`src/rtl/player_pkg.sv`:
```
// Shared types and constants for the player kinematics block.
// Positions and velocities are fixed point with FRAC fractional bits.
// The *_SUB constants are bounds on the player's centre, already converted to sub-pixels.
package player_pkg;

  typedef enum logic [1:0] {
    GROUNDED = 2'd0,
    RISE     = 2'd1,
    FALL     = 2'd2
  } phys_state_t;

  localparam logic [7:0] KEY_LEFT  = 8'h50;
  localparam logic [7:0] KEY_RIGHT = 8'h4F;
  localparam logic [7:0] KEY_DOWN  = 8'h51;
  localparam logic [7:0] KEY_JUMP  = 8'h52;

  localparam int FRAC        = 4;
  localparam int SIZE_X      = 28;
  localparam int SIZE_Y      = 62;
  localparam int X_MIN       = 31;
  localparam int X_MAX       = 607;
  localparam int Y_MIN       = 100;
  localparam int Y_MAX       = 451;
  localparam int FLOOR_Y     = 408;
  localparam int PLAT_L      = 116;
  localparam int PLAT_R      = 523;
  localparam int X_START     = 320;
  localparam int WALK_STEP   = 32;
  localparam int JUMP_VEL    = 128;
  localparam int JUMP_CUT    = 32;
  localparam int GRAVITY     = 8;
  localparam int MAX_FALL    = 96;
  localparam int DROP_FRAMES = 8;

  localparam int POS_W  = 10 + FRAC;
  localparam int VEL_W  = 11 + FRAC;
  localparam int SUM_W  = 12 + FRAC;
  localparam int DROP_W = 4;

  localparam int HALF_X = SIZE_X / 32'sd2;
  localparam int HALF_Y = SIZE_Y / 32'sd2;

  // Whole pixels to signed sub-pixels at the width of the position sums.
  function automatic logic signed [SUM_W-1:0] to_sub(input int px);
    return SUM_W'(px <<< FRAC);
  endfunction

  // Centre limits: the edges stay inside the arena.
  localparam logic signed [SUM_W-1:0] X_LO_SUB    = to_sub(X_MIN + HALF_X);
  localparam logic signed [SUM_W-1:0] X_HI_SUB    = to_sub(X_MAX - HALF_X);
  localparam logic signed [SUM_W-1:0] Y_TOP_SUB   = to_sub(Y_MIN + HALF_Y);
  localparam logic signed [SUM_W-1:0] Y_BOT_SUB   = to_sub(Y_MAX - HALF_Y);
  // Centre Y when the feet rest on the platform.
  localparam logic signed [SUM_W-1:0] Y_PLAT_SUB  = to_sub(FLOOR_Y - HALF_Y);
  // Centre X range over which the body overlaps the platform span.
  localparam logic signed [SUM_W-1:0] PLAT_XL_SUB = to_sub(PLAT_L - HALF_X);
  localparam logic signed [SUM_W-1:0] PLAT_XR_SUB = to_sub(PLAT_R + HALF_X);

  localparam logic signed [VEL_W-1:0] VEL_ZERO   = {VEL_W{1'b0}};
  localparam logic signed [VEL_W-1:0] WALK_V     = VEL_W'(WALK_STEP);
  localparam logic signed [VEL_W-1:0] JUMP_V     = VEL_W'(-JUMP_VEL);
  localparam logic signed [VEL_W-1:0] CUT_V      = VEL_W'(-JUMP_CUT);
  localparam logic signed [VEL_W-1:0] GRAV_V     = VEL_W'(GRAVITY);
  localparam logic signed [VEL_W-1:0] MAX_FALL_V = VEL_W'(MAX_FALL);
  localparam logic [DROP_W-1:0]       DROP_INIT  = DROP_W'(DROP_FRAMES);

endpackage

```
`src/rtl/player_key_decode.sv`:
```
// Keycode slot decoder: a key counts as pressed when any slot holds its code.
module player_key_decode
  import player_pkg::*;
#(
  parameter int NUM_KEYS = 2
) (
  input  logic [8*NUM_KEYS-1:0] keycode,
  output logic                  key_left,
  output logic                  key_right,
  output logic                  key_down,
  output logic                  key_jump
);

  // OR the per-slot matches for each key of interest.
  always_comb begin
    key_left  = 1'b0;
    key_right = 1'b0;
    key_down  = 1'b0;
    key_jump  = 1'b0;
    for (int i = 0; i < NUM_KEYS; i++) begin
      key_left  = key_left  | (keycode[8*i +: 8] == KEY_LEFT);
      key_right = key_right | (keycode[8*i +: 8] == KEY_RIGHT);
      key_down  = key_down  | (keycode[8*i +: 8] == KEY_DOWN);
      key_jump  = key_jump  | (keycode[8*i +: 8] == KEY_JUMP);
    end
  end

endmodule

```
`src/rtl/player_physics.sv`:
```
// Per-frame player kinematics: walk, jump/fall state machine, one-way platform
// with drop-through, and arena clamping. One update per frame_clk rising edge.
module player_physics
  import player_pkg::*;
#(
  parameter int NUM_KEYS = 2
) (
  input  logic                  frame_clk,
  input  logic                  Reset_n,
  input  logic [8*NUM_KEYS-1:0] keycode,
  output logic [9:0]            PlayerX,
  output logic [9:0]            PlayerY,
  output logic [9:0]            PlayerSX,
  output logic [9:0]            PlayerSY,
  output logic                  facing_left,
  output logic                  on_ground,
  output logic [1:0]            state
);

  logic key_left_s, key_right_s, key_down_s, key_jump_s;

  player_key_decode #(.NUM_KEYS(NUM_KEYS)) u_key_decode (
    .keycode   (keycode),
    .key_left  (key_left_s),
    .key_right (key_right_s),
    .key_down  (key_down_s),
    .key_jump  (key_jump_s)
  );

  phys_state_t              state_r, state_next_s;
  logic [POS_W-1:0]         x_r, y_r, x_new_s, y_new_s;
  logic signed [VEL_W-1:0]  vy_r, vy_next_s, vy_grav_s, vx_s;
  logic                     facing_left_r, facing_next_s;
  logic                     jump_armed_r, armed_next_s;
  logic [DROP_W-1:0]        drop_cnt_r, drop_next_s;
  logic signed [SUM_W-1:0]  x_ext_s, y_ext_s, x_sum_s, y_sum_s, x_new_ext_s;
  logic                     overlap_s, overlap_new_s, on_plat_s, no_support_s;

  assign x_ext_s     = $signed({{(SUM_W-POS_W){1'b0}}, x_r});
  assign y_ext_s     = $signed({{(SUM_W-POS_W){1'b0}}, y_r});
  assign x_new_ext_s = $signed({{(SUM_W-POS_W){1'b0}}, x_new_s});

  // Support tests use the position at the start of the frame; landing uses the moved X.
  assign overlap_s     = (x_ext_s >= PLAT_XL_SUB) && (x_ext_s <= PLAT_XR_SUB);
  assign overlap_new_s = (x_new_ext_s >= PLAT_XL_SUB) && (x_new_ext_s <= PLAT_XR_SUB);
  assign on_plat_s     = overlap_s && (y_ext_s == Y_PLAT_SUB);
  assign no_support_s  = !overlap_s && (y_ext_s < Y_BOT_SUB);

  // Horizontal: walk velocity from keys, facing, then move and clamp to the arena.
  always_comb begin
    vx_s          = VEL_ZERO;
    facing_next_s = facing_left_r;
    case ({key_left_s, key_right_s})
      2'b10: begin
        vx_s          = -WALK_V;
        facing_next_s = 1'b1;
      end
      2'b01: begin
        vx_s          = WALK_V;
        facing_next_s = 1'b0;
      end
      default: begin
        vx_s          = VEL_ZERO;
        facing_next_s = facing_left_r;
      end
    endcase
    x_sum_s = x_ext_s + SUM_W'(vx_s);
    if (x_sum_s < X_LO_SUB) begin
      x_new_s = X_LO_SUB[POS_W-1:0];
    end else if (x_sum_s > X_HI_SUB) begin
      x_new_s = X_HI_SUB[POS_W-1:0];
    end else begin
      x_new_s = x_sum_s[POS_W-1:0];
    end
  end

  // Vertical: jump/fall state machine, velocity, move, then ceiling/landing resolution.
  always_comb begin
    state_next_s = state_r;
    vy_next_s    = vy_r;
    armed_next_s = key_jump_s ? jump_armed_r : 1'b1;
    drop_next_s  = (drop_cnt_r == {DROP_W{1'b0}}) ? drop_cnt_r : drop_cnt_r - DROP_W'(1);
    vy_grav_s    = vy_r + GRAV_V;

    case (state_r)
      GROUNDED: begin
        vy_next_s = VEL_ZERO;
        if (key_jump_s && jump_armed_r) begin
          vy_next_s    = JUMP_V;
          armed_next_s = 1'b0;
          state_next_s = RISE;
        end else if (key_down_s && on_plat_s) begin
          drop_next_s  = DROP_INIT;
          state_next_s = FALL;
        end else if (no_support_s) begin
          state_next_s = FALL;
        end else begin
          state_next_s = GROUNDED;
        end
      end
      RISE: begin
        // Releasing jump early caps the upward speed before gravity is applied.
        if (!key_jump_s && (vy_r < CUT_V)) begin
          vy_next_s = CUT_V + GRAV_V;
        end else begin
          vy_next_s = vy_grav_s;
        end
        if (vy_next_s >= VEL_ZERO) begin
          state_next_s = FALL;
        end else begin
          state_next_s = RISE;
        end
      end
      FALL: begin
        if (vy_grav_s > MAX_FALL_V) begin
          vy_next_s = MAX_FALL_V;
        end else begin
          vy_next_s = vy_grav_s;
        end
      end
      default: begin
        vy_next_s    = VEL_ZERO;
        state_next_s = GROUNDED;
      end
    endcase

    y_sum_s = y_ext_s + SUM_W'(vy_next_s);
    y_new_s = y_sum_s[POS_W-1:0];
    if (state_next_s == RISE) begin
      if (y_sum_s < Y_TOP_SUB) begin
        y_new_s      = Y_TOP_SUB[POS_W-1:0];
        vy_next_s    = VEL_ZERO;
        state_next_s = FALL;
      end else begin
        y_new_s = y_sum_s[POS_W-1:0];
      end
    end else if (state_next_s == FALL) begin
      // One-way platform: only a downward crossing of its top surface lands.
      if ((drop_cnt_r == {DROP_W{1'b0}}) && overlap_new_s &&
          (y_ext_s <= Y_PLAT_SUB) && (y_sum_s > Y_PLAT_SUB)) begin
        y_new_s      = Y_PLAT_SUB[POS_W-1:0];
        vy_next_s    = VEL_ZERO;
        state_next_s = GROUNDED;
      end else if (y_sum_s > Y_BOT_SUB) begin
        y_new_s      = Y_BOT_SUB[POS_W-1:0];
        vy_next_s    = VEL_ZERO;
        state_next_s = GROUNDED;
      end else begin
        y_new_s = y_sum_s[POS_W-1:0];
      end
    end else begin
      y_new_s = y_sum_s[POS_W-1:0];
    end
  end

  // Frame state registers.
  always_ff @(posedge frame_clk or negedge Reset_n) begin
    if (!Reset_n) begin
      x_r           <= POS_W'(X_START <<< FRAC);
      y_r           <= Y_PLAT_SUB[POS_W-1:0];
      vy_r          <= VEL_ZERO;
      state_r       <= GROUNDED;
      facing_left_r <= 1'b0;
      jump_armed_r  <= 1'b1;
      drop_cnt_r    <= {DROP_W{1'b0}};
    end else begin
      x_r           <= x_new_s;
      y_r           <= y_new_s;
      vy_r          <= vy_next_s;
      state_r       <= state_next_s;
      facing_left_r <= facing_next_s;
      jump_armed_r  <= armed_next_s;
      drop_cnt_r    <= drop_next_s;
    end
  end

  assign PlayerX     = x_r[POS_W-1:FRAC];
  assign PlayerY     = y_r[POS_W-1:FRAC];
  assign PlayerSX    = 10'(SIZE_X);
  assign PlayerSY    = 10'(SIZE_Y);
  assign facing_left = facing_left_r;
  assign on_ground   = (state_r == GROUNDED);
  assign state       = state_r;

endmodule

```
`config.mk`:
```
export PLATFORM = sky130hd
export DESIGN_NAME = player_physics
export DESIGN_NICKNAME = d
export VERILOG_FILES = /design/src/rtl/player_pkg.sv /design/src/rtl/player_key_decode.sv /design/src/rtl/player_physics.sv
export SDC_FILE = /design/constraint.sdc
export NUM_CORES = 1
export LEC_CHECK = 0
export ABC_AREA = 1
export CORE_ASPECT_RATIO = 0.8
export CORE_MARGIN = 4
export CORE_UTILIZATION = 58
export CTS_BUF_LIST = sky130_fd_sc_hd__clkbuf_4 sky130_fd_sc_hd__clkbuf_8
export DETAILED_ROUTE_END_ITERATION = 16
export PLACE_DENSITY_LB_ADDON = 0.05
export SKIP_LAST_GASP = 1
export SYNTH_ARGS = -nofsm -noshare
export SYNTH_HDL_FRONTEND = slang
export SYNTH_SLANG_ARGS = --single-unit
```
`constraint.sdc`:
```
create_clock -name frame_clk -period 5.3 [get_ports frame_clk]
set_input_delay 1.325 -clock frame_clk [delete_from_list [all_inputs] [get_ports frame_clk]]
set_output_delay 1.325 -clock frame_clk [all_outputs]
set_load 0.1 [all_outputs]
```
==> results of run 1 <==
-- critical path, delay by kind of cell --
family / cells / cell delay (ns)
adders and majority gates: 3 / 0.81
and+or+nand+nor: 18 / 2.14
AOI/OAI and AO/OA: 3 / 0.35
buffers and inverters: 5 / 1.01
-- registers in the layout, indices dropped and copies added, names as in the netlist --
name          count
x_r              14
vy_r             15
jump_armed_r      1
facing_left       1
y_r              14
state             2
drop_cnt_r        4
-- report_power, final --
part	total, mW	switching (mW)	internal (mW)	leakage, nW
Sequential	0.571	0.0959	0.475	0.645
Combinational	2.40	1.47	0.931	3.10
Clock	0.333	0.141	0.192	0.0703
Total	3.30	1.70	1.60	3.82
-- worst max-delay path by stage --
stage                  startpoint  slack, ns                end  cells past startpoint
6_report               keycode[5]      -0.11  vy_r[9]$_DFF_PN0_                     29
5_1_grt                keycode[5]      -0.22  vy_r[9]$_DFF_PN0_                     29
4_1_cts                keycode[6]      0.002   y_r[2]$_DFF_PN0_                     30
3_5_place_dp           keycode[6]      -0.45   y_r[2]$_DFF_PN0_                     33
3_3_place_gp          keycode[12]      -0.36  y_r[12]$_DFF_PN1_                     31
2_1_floorplan  state[1]$_DFF_PN0_       0.20  vy_r[5]$_DFF_PN0_                     22
-- synthesized netlist by cell type (3+ instances only) --
cell and instances:
buf_6 3, xor2_1 15, inv_1 142, nor3_1 14, nor2_2 24, nand3b_1 3, a21oi_1 29, o21ai_0 17
or2_2 3, dfrtp_1 42, buf_4 40, nand2_1 172, nand3_1 59, ha_1 29, xnor2_1 5, o21bai_1 5
nand3_2 3, nor2_1 64, o211ai_1 3, a31oi_1 4, nand4_1 10, dfstp_2 9, nand2_2 12, and3_1 4
nor4_1 4
-- routing by layer --
layer  GRT usage  routed length, um
met1       0.392               6620
met2       0.407               7220
met3      0.0536               1420
met4      0.0615                412
met5           0                  0
-- through the flow --
stage               hold slack, ns  total power [mW]
finish                       0.512              3.30
global route                 0.570              3.48
detailed placement           0.490              2.67
floorplan                    0.466              1.95
global placement             0.480              2.63
CTS                          0.505              3.03
-- cell type report --
type / count / area [sq um] / area share
sequential: 51 / 1290 / 0.189
inverter: 143 / 539 / 0.0793
clock inverter: 3 / 71.3 / 0.0105
clock buffer: 5 / 68.8 / 0.0101
timing repair buffer: 163 / 1390 / 0.205
multi-input combinational: 523 / 3310 / 0.486
tap: 108 / 135 / 0.0199
-- timing repair --
action                     CTS  global route
setup buffers                1             8
pin swaps                    4            33
setup endpoints to repair   28            31
hold buffers                 0             0
cloned                       2             1
gates resized for setup     15           106
-- kinds of logic (layout without fill, tap and decap cells) --
logic type      Yosys count  in the layout
other cells               2             20
flops                    51             51
xor+xnor                 20             20
compound gates           74             75
fa+ha+maj                31             31
buf+inv                 186            314
simple gates            376            377
==> summary.txt, run 1 <==
Run status
  • Status: finished with violations
  • Failing checks: setup timing

Synth
  • Post-synthesis compound-gate area fraction: 0.0915
  • Main combinational cell family by area after synthesis: simple AND/OR/NAND/NOR gates
  • Library cells used by synthesis: 43
  • Number of synthesized flops with an enable pin: 0
  • Seq cells post-synth: 51
  • Yosys warns: 0
  • Synthesized instance count: 740
  • Dominant cell type by area after synthesis: dfrtp_1
  • Largest cells by area after synthesis: dfrtp_1 21%, nand2_1 13%, inv_1 11%
  • Register area share after synthesis: 0.262
  • Syn_area_per_cell: 6.63 sq um
  • Synth Area in Adders: 0.0821
  • Post-synthesis xor/xnor area fraction: 0.0357
  • Ys flop type: dfrtp_1
  • Synth top area share: 0.214
  • Post-synthesis mux area share: 0
  • Post-Synth Simple-Gate Area: 0.349
  • Post-Syn Area: 4910 sq um
  • Synth async-reset ratio: 1.00

STA
  • Endpoints failing setup: 20
  • Final Critical Period: 5.41 ns
  • Pins over their slew limit: 0
  • Final WS setup: -0.115 ns
  • Worst Clk Skew: 0.0107 ns
  • Final Cycle Share: 1.02
  • Fmax: 185 MHz
  • Final Hold Vio Count: 0
  • Slew headroom: 0.320
  • Fin Setup TNS: -1.63 ns
  • Worst Max-Slew Pin Slew: 1.02 ns

Finish
  • Commonest cells after routing, fill and taps aside: 150 x nand2_1, 135 x inv_1, 116 x buf_4
  • Final Instance Area: 6800 sq um
  • Area grow syn2layout: 38.6%
  • Commonest non-fill, non-tap cell in the layout: nand2_1
  • Final Net Count: 936
  • Layout cell share with drive strength beyond 1: 0.314
  • Number of fill cells: 490
  • Finished Layout Cells: 996
  • Util after Layout: 0.841
  • Diodes inserted: 0

Drt
  • Drt wl/cell: 15.7 um
  • Drt first pass iters: 5
  • Residual DRC count: 0
  • DR vias/cell: 5.50
  • Starting DRT DRC Count: 489
  • Vias: 5475
  • DRT Wirelength: 15.7 mm
  • Antenna Nets Post-Route: 0

Clock tree
  • CTS clk-pin slew, worst paths: 0.10 ns
  • H-tree depth: 2
  • CTS Buf Count: 5
  • TritonCTS clock tree: yes
  • Clk sink count: 51
  • Clock root buffer: clkbuf_8
  • Worst skew pair latency: 0.32 ns
  • Clk buf depth: 2

Floorplan
  • Top Ports: 62
  • Initial Utilization: 0.606
  • Core area: 8090 sq um
  • Die area: 10000 sq um
  • Die Ht: 90.3 um
  • Die Wd: 111 um
  • # rows: 29

Place
  • Pre-CTS setup slack: -0.450 ns
  • DP Area: 6050 sq um
  • Post-DP HPWL: 10.9 mm
  • DP Cell Count: 976
  • IO buf count: 41
  • Routability cong.: 0.915

Global routing
  • GR Overflow Total: 0
  • Initial antenna violation count: 0
  • Vias in the first global route: 4824
  • GRT Util Overall: 0.268
  • First-pass GRT wire length: 22.3 mm
  • Largest net degree at the start of global routing: 52

Setup path
  • Endpoint class of the critical path: flip-flop
  • Worst reg2reg setup slack: 0.35 ns
  • R2R cell count: 31
  • FF-to-FF End: vy_r[9]$_DFF_PN0_
  • Max stage delay cell, worst path: clkdlybuf4s50_1
  • Reg-to-Reg Start: vy_r[3]$_DFF_PN0_
  • Crit-path max cell delay: 0.47 ns
  • WP data arrival: 5.67 ns
  • Startpoint Class: input pin
  • Kind of critical path: input pin to flip-flop
  • Most numerous cell on the critical path: nand2_1
  • WP data required: 5.56 ns
  • CP Max Fanout: 6

Hold path
  • Worst Hold Class: flip-flop to flip-flop
  • Hold Path End: x_r[3]$_DFF_PN0_
  • Number of cells on the worst hold path: 2
  • Hold_sp: x_r[3]$_DFF_PN0_

Run
  • Max-Cap Viols: 0

Pwr
  • Power per cell area: 485 nW/um^2
  • Pleak: 3.82 nW
  • Max VDD drop: 679 uV
Note: power is estimated with default switching activity, not from simulation.
==> inputs of run 2 (changes only) <==
--- a/config.mk
+++ b/config.mk
@@ -7,9 +7,8 @@
 export LEC_CHECK = 0
 export ABC_AREA = 1
 export CORE_ASPECT_RATIO = 0.8
-export CORE_MARGIN = 4
-export CORE_UTILIZATION = 58
-export CTS_BUF_LIST = sky130_fd_sc_hd__clkbuf_4 sky130_fd_sc_hd__clkbuf_8
+export CORE_MARGIN = 2
+export CORE_UTILIZATION = 57
 export DETAILED_ROUTE_END_ITERATION = 16
 export PLACE_DENSITY_LB_ADDON = 0.05
 export SKIP_LAST_GASP = 1
==> summary.txt, run 2 (synthesized netlist as in run 1, its figures left out) <==
Run status
  • Status: finished, final reports clean

Floorplan
  • # rows: 30 (+3.4%)
  • Core area: 8410 sq um (+3.9%)
  • Initial Utilization: 0.584 (-0.0228)
  • Die Wd: 108 um (-2.8%)
  • Top Ports: 62 (unchanged)
  • Die area: 9370 sq um (-6.3%)
  • Die Ht: 87.0 um (-3.6%)

Finish
  • Layout cell share with drive strength beyond 1: 0.327 (+0.0124)
  • Commonest non-fill, non-tap cell in the layout: nand2_1
  • Commonest cells after routing, fill and taps aside: 153 x nand2_1, 134 x inv_1, 119 x buf_4
  • Largest registers: vy_r (15), x_r (14), y_r (14)
  • Area grow syn2layout: 42.3%
  • Diodes inserted: 0 (unchanged)
  • Largest Register: vy_r
  • Number of fill cells: 521 (+6.3%)
  • Flip-flop count of the largest register after layout: 15 (unchanged)
  • Final Net Count: 939 (+0.32%)

STA
  • Final Cycle Share: 1.00 (-0.0221)
  • Endpoints failing setup: 0 (-100%)
  • Final Critical Period: 5.30 ns (-0.117 ns)
  • Worst Clk Skew: 0.0117 ns (+0.00101 ns)
  • Pins over their slew limit: 0 (unchanged)
  • Slew headroom: 0.325 (+0.00482)
  • Final Hold Vio Count: 0 (unchanged)
  • Final WS setup: 0.00251 ns (+0.117 ns)
  • Fmax: 189 MHz (+2.2%)
  • Worst Max-Slew Pin Slew: 1.01 ns (-0.00720 ns)

Setup path
  • Startpoint Class: input pin
  • Critical Path Source: keycode[1]
  • FF-to-FF End: vy_r[2]$_DFF_PN0_
  • Most numerous cell on the critical path: nand2_1
  • Kind of critical path: input pin to flip-flop
  • Max stage delay cell, worst path: clkdlybuf4s50_1
  • R2R cell count: 30 (-3.2%)
  • Endpoint class of the critical path: flip-flop
  • CP Max Fanout: 5 (-1)
  • Crit-path max cell delay: 0.44 ns (-0.03 ns)
  • WP data arrival: 5.55 ns (-0.12 ns)
  • WP data required: 5.56 ns (about the same)
  • Reg-to-Reg Start: vy_r[3]$_DFF_PN0_
  • Worst reg2reg setup slack: 0.06 ns (-0.29 ns)
  • CP endpoint: vy_r[2]$_DFF_PN0_

Drt
  • Antenna Nets Post-Route: 0 (unchanged)
  • DR vias/cell: 5.53 (+0.63%)
  • Residual DRC count: 0 (unchanged)
  • Drt wl/cell: 16.6 um (+5.2%)
  • DRT Wirelength: 16.6 mm (+5.9%)
  • Drt first pass iters: 5 (unchanged)
  • Vias: 5548 (+1.3%)
  • Starting DRT DRC Count: 399 (-18%)

Clock tree
  • Worst skew pair latency: 0.31 ns (about the same)
  • TritonCTS clock tree: yes
  • CTS Buf Count: 5 (unchanged)
  • Clock root buffer: clkbuf_8
  • H-tree depth: 2 (unchanged)
  • CTS clk-pin slew, worst paths: 0.11 ns (about the same)
  • Clk sink count: 51 (unchanged)
  • Clk buf depth: 2 (unchanged)

Global routing
  • GRT Util Overall: 0.300 (+0.0325)
  • GR Overflow Total: 0 (unchanged)
  • Initial antenna violation count: 0 (unchanged)
  • First-pass GRT wire length: 22.2 mm (-0.59%)
  • Largest net degree at the start of global routing: 52 (unchanged)
  • Vias in the first global route: 4749 (-1.6%)

Place
  • Pre-CTS setup slack: -0.475 ns (-0.0252 ns)
  • Routability cong.: 0.975 (+6.5%)
  • Post-DP HPWL: 10.9 mm (-0.56%)
  • IO buf count: 41 (unchanged)

Hold path
  • Number of cells on the worst hold path: 2 (unchanged)
  • Worst Hold Class: flip-flop to flip-flop

Run
  • Max-Cap Viols: 0 (unchanged)

Pwr
  • Flop pwr share: 0.172 (about the same)
  • Comb pwr share: 0.747 (+0.021)
  • Clk pwr share: 0.082 (-0.019)
  • Max VDD drop: 450 uV (-34%)
  • Sw Share: 0.528 (+0.0125)
  • Pleak: 3.87 nW (+1.3%)
  • Power per cell area: 489 nW/um^2 (+0.84%)
  • Sw Pwr: 1.81 mW (+6.0%)
  • Total power draw: 3.42 mW (+3.5%)
  • Internal: 1.61 mW (+0.83%)
==> run 2: final cells by class <==
cell class	count	area (sq um)	share of cell area
multi-input cells	522	3430	0.491
repair buffers	167	1480	0.212
flip-flops and latches	51	1290	0.184
inverters	143	539	0.0772
well taps	112	140	0.0201
clock buffers	6	72.6	0.0104
clock inverters	2	37.5	0.00538
==> run 2: worst min path at each step <==
stage,end,from
final,jump_armed_r$_DFF_PN1_,jump_armed_r$_DFF_PN1_
after global placement,facing_left$_DFFE_PN0N_,facing_left$_DFFE_PN0N_
after CTS,jump_armed_r$_DFF_PN1_,jump_armed_r$_DFF_PN1_
after floorplan,jump_armed_r$_DFF_PN1_,jump_armed_r$_DFF_PN1_
after detailed placement,jump_armed_r$_DFF_PN1_,jump_armed_r$_DFF_PN1_
after global routing,jump_armed_r$_DFF_PN1_,jump_armed_r$_DFF_PN1_
==> run 2: power by group through the flow <==
| stage | Clock [mW] | Sequential [mW] | Combinational (mW) |
|---|---|---|---|
| floorplan | 0 | 0.578 | 1.37 |
| global placement | 0 | 0.569 | 1.99 |
| detailed placement | 0 | 0.572 | 2.02 |
| CTS | 0.278 | 0.567 | 2.13 |
| global route | 0.295 | 0.592 | 2.69 |
| finish | 0.280 | 0.586 | 2.55 |
==> run 2: repair_timing <==
item | 4_1_cts | 5_1_grt
setup endpoints to repair | 29 | 31
hold buffers | 0 | 0
gates cloned | 2 | 2
setup buffers | 3 | 12
pin swaps | 3 | 51
hold endpoints to repair | 0 | 0
resized for setup | 13 | 130
==> run 2: critical path, delay by kind of cell <==
| family | cells | cell delay [ns] |
|---|---|---|
| simple gates | 15 | 1.74 |
| buf+inv | 7 | 1.17 |
| compound gates | 4 | 0.86 |
| fa+ha+maj | 1 | 0.23 |
| xor+xnor | 1 | 0.19 |
==> run 2: per-stage QoR <==
stage,TNS [ns],utilization,instance area (sq um),std cells,hold WS (ns)
2_1_floorplan,0,-,4970,758,0.466
3_3_place_gp,-7.52,0.716,6020,976,0.480
3_5_place_dp,-13.39,0.716,6020,976,0.485
4_1_cts,-0.184,0.743,6250,989,0.500
5_1_grt,-4.81,0.831,6980,1003,0.519
6_report,0,0.831,6980,1003,0.511
==> run 2: routing by layer <==
| layer | vias to the layer above | GRT usage | routed length (um) |
|---|---|---|---|
| met1 | 2614 | 0.450 | 7050 |
| met5 | - | 0 | 0 |
| met4 | 0 | 0.0408 | 528 |
| met2 | 302 | 0.471 | 7530 |
| met3 | 61 | 0.0449 | 1500 |
| li1 | 2571 | - | - |
==> inputs of run 3 (changes only) <==
--- a/config.mk
+++ b/config.mk
@@ -7,8 +7,9 @@
 export LEC_CHECK = 0
 export ABC_AREA = 1
 export CORE_ASPECT_RATIO = 0.8
-export CORE_MARGIN = 2
+export CORE_MARGIN = 10
 export CORE_UTILIZATION = 57
+export CTS_CLUSTER_SIZE = 8
 export DETAILED_ROUTE_END_ITERATION = 16
 export PLACE_DENSITY_LB_ADDON = 0.05
 export SKIP_LAST_GASP = 1
==> summary.txt, run 3 (synthesized netlist as in run 1, its figures left out) <==
Finish
  • Diodes inserted: 0 (unchanged)
  • Flip-flop count of the largest register after layout: 15 (unchanged)
  • Layout cell share with drive strength beyond 1: 0.345 (+0.0183)
  • Area grow syn2layout: 43.8%
  • Final Net Count: 941 (+0.21%)
  • Largest registers: vy_r (15), x_r (14), y_r (14)
  • Largest Register: vy_r
  • Commonest non-fill, non-tap cell in the layout: nand2_1
  • Util after Layout: 0.836 (+0.00520)
  • Commonest cells after routing, fill and taps aside: 146 x nand2_1, 128 x inv_1, 122 x buf_4
  • Finished Layout Cells: 1005 (+0.20%)

Hold path
  • Number of cells on the worst hold path: 2 (unchanged)
  • Worst Hold Class: flip-flop to flip-flop
  • Hold_sp: facing_left$_DFFE_PN0N_
  • Hold Path End: facing_left$_DFFE_PN0N_

Drt
  • Vias: 5506 (-0.76%)
  • Antenna Nets Post-Route: 0 (unchanged)
  • Starting DRT DRC Count: 437 (+9.5%)
  • Drt wl/cell: 16.7 um (+0.64%)
  • DRT Wirelength: 16.8 mm (+0.84%)
  • Residual DRC count: 0 (unchanged)
  • Drt first pass iters: 5 (unchanged)
  • DR vias/cell: 5.48 (-0.95%)

STA
  • Final Hold Vio Count: 0 (unchanged)
  • Pins over their slew limit: 0 (unchanged)
  • Fmax: 191 MHz (+1.4%)
  • Endpoints failing setup: 0 (unchanged)
  • Final Hold Slack: 0.498 ns (-0.0130 ns)
  • Final Cycle Share: 0.985 (-0.0141)
  • Final Critical Period: 5.22 ns (-0.0745 ns)
  • Worst Clk Skew: 0.00880 ns (-0.00286 ns)
  • Worst Max-Slew Pin Slew: 1.02 ns (+0.0148 ns)
  • Final WS setup: 0.0770 ns (+0.0745 ns)
  • Slew headroom: 0.315 (-0.00988)

Setup path
  • Reg-to-Reg Start: vy_r[3]$_DFF_PN0_
  • CP Max Fanout: 5 (unchanged)
  • Most numerous cell on the critical path: nand2_1
  • Endpoint class of the critical path: flip-flop
  • Kind of critical path: input pin to flip-flop
  • Max stage delay cell, worst path: clkdlybuf4s50_1
  • WP data required: 5.53 ns (-0.03 ns)
  • R2R cell count: 32 (+6.7%)
  • WP data arrival: 5.45 ns (-0.10 ns)
  • Startpoint Class: input pin
  • Critical Path Source: keycode[10]
  • Crit-path max cell delay: 0.49 ns (+0.05 ns)
  • Worst reg2reg setup slack: 0.24 ns (+0.18 ns)
  • FF-to-FF End: y_r[0]$_DFF_PN0_

Place
  • Post-DP HPWL: 11.6 mm (+6.5%)
  • Pre-CTS setup slack: -0.526 ns (-0.0516 ns)
  • IO buf count: 41 (unchanged)
  • DP Cell Count: 979 (+0.31%)
  • Routability cong.: 0.989 (+1.4%)

Clock tree
  • CTS Buf Count: 5 (unchanged)
  • TritonCTS clock tree: yes
  • Hold Buf Count CTS: 0 (unchanged)
  • Clock root buffer: clkbuf_8
  • Clk sink count: 51 (unchanged)
  • Clk buf depth: 2 (unchanged)
  • H-tree depth: 2 (unchanged)
  • Worst skew pair latency: 0.32 ns (about the same)
  • CTS clk-pin slew, worst paths: 0.10 ns (about the same)

Pwr
  • Pleak: 3.86 nW (-0.20%)
  • Max VDD drop: 542 uV (+21%)
  • Power per cell area: 481 nW/um^2 (-1.7%)

Global routing
  • GRT Util Overall: 0.228 (-0.0723)
  • First-pass GRT wire length: 23.3 mm (+4.9%)
  • Initial antenna violation count: 0 (unchanged)
  • Gr busiest metal: met2
  • Vias in the first global route: 4745 (-0.084%)
  • GR Util met2: 0.340 (-0.131)
  • GR Overflow Total: 0 (unchanged)
  • Met1 usage: 0.333 (-0.118)
  • GR Util met3: 0.0520 (+0.00712)
  • Largest net degree at the start of global routing: 52 (unchanged)

Floorplan
  • Die Ht: 103 um (+18%)
  • # rows: 30 (unchanged)
  • Initial Utilization: 0.581 (-0.00259)
  • Top Ports: 62 (unchanged)
  • Core area: 8450 sq um (+0.45%)
  • Die Wd: 124 um (+15%)
  • Die area: 12700 sq um (+36%)

Run
  • Max-Cap Viols: 0 (unchanged)

Run status
  • Status: finished, final reports clean
## run 3: layout make-up
class	count	area [sq um]
clock inverters	1	8.76
clock buffers	7	86.3
inverters	143	539
flip-flops and latches	51	1290
multi-input cells	522	3520
fillers	540	1390
repair buffers	169	1480
well taps	112	140
## run 3: power by group
part           switching (mW)  internal [mW]  leakage, nW
Combinational            1.56           1.01         3.16
Sequential              0.108          0.475        0.645
Clock                   0.142          0.108       0.0489
## run 3: what timing repair did
| item | in CTS | in global routing |
|---|---|---|
| endpoints found under the setup margin | 28 | 31 |
| buffers inserted | 2 | 12 |
| pin swaps | 4 | 57 |
| gates cloned | 1 | 3 |
| resized for setup | 23 | 142 |
## run 3: how the worst max path moves through the flow
stage / slack (ns) / end / depth (start not counted)
after CTS: -0.002 / vy_r[4]$_DFF_PN0_ / 34
after floorplan: 0.20 / vy_r[5]$_DFF_PN0_ / 22
final: 0.08 / y_r[0]$_DFF_PN0_ / 32
after global placement: -0.44 / vy_r[4]$_DFF_PN0_ / 33
after detailed placement: -0.53 / vy_r[4]$_DFF_PN0_ / 33
after global routing: -0.16 / y_r[0]$_DFF_PN0_ / 32
## run 3: worst max-delay path: cells and delay by family
| kind | cells | cell delay (ns) |
|---|---|---|
| XOR/XNOR | 1 | 0.18 |
| AND/OR/NAND/NOR | 18 | 1.66 |
| buffers and inverters | 8 | 1.24 |
| adder cells (fa/ha/maj) | 1 | 0.21 |
| AO/OA/AOI/OAI | 4 | 0.82 |
## run 3: through the flow
step	power, mW	setup TNS, ns	cell area [sq um]
floorplan	1.95	0	4970
global placement	2.60	-12.19	6040
detailed placement	2.62	-14.39	6040
CTS	2.98	-0.00245	6280
global route	3.58	-2.98	7060
finish	3.40	0	7060
## run 3: routing by layer
metal / wire (um) / vias up
met3: 1590 / 41
met5: 0 / -
li1: - / 2579
met1: 7200 / 2619
met2: 7630 / 267
met4: 323 / 0
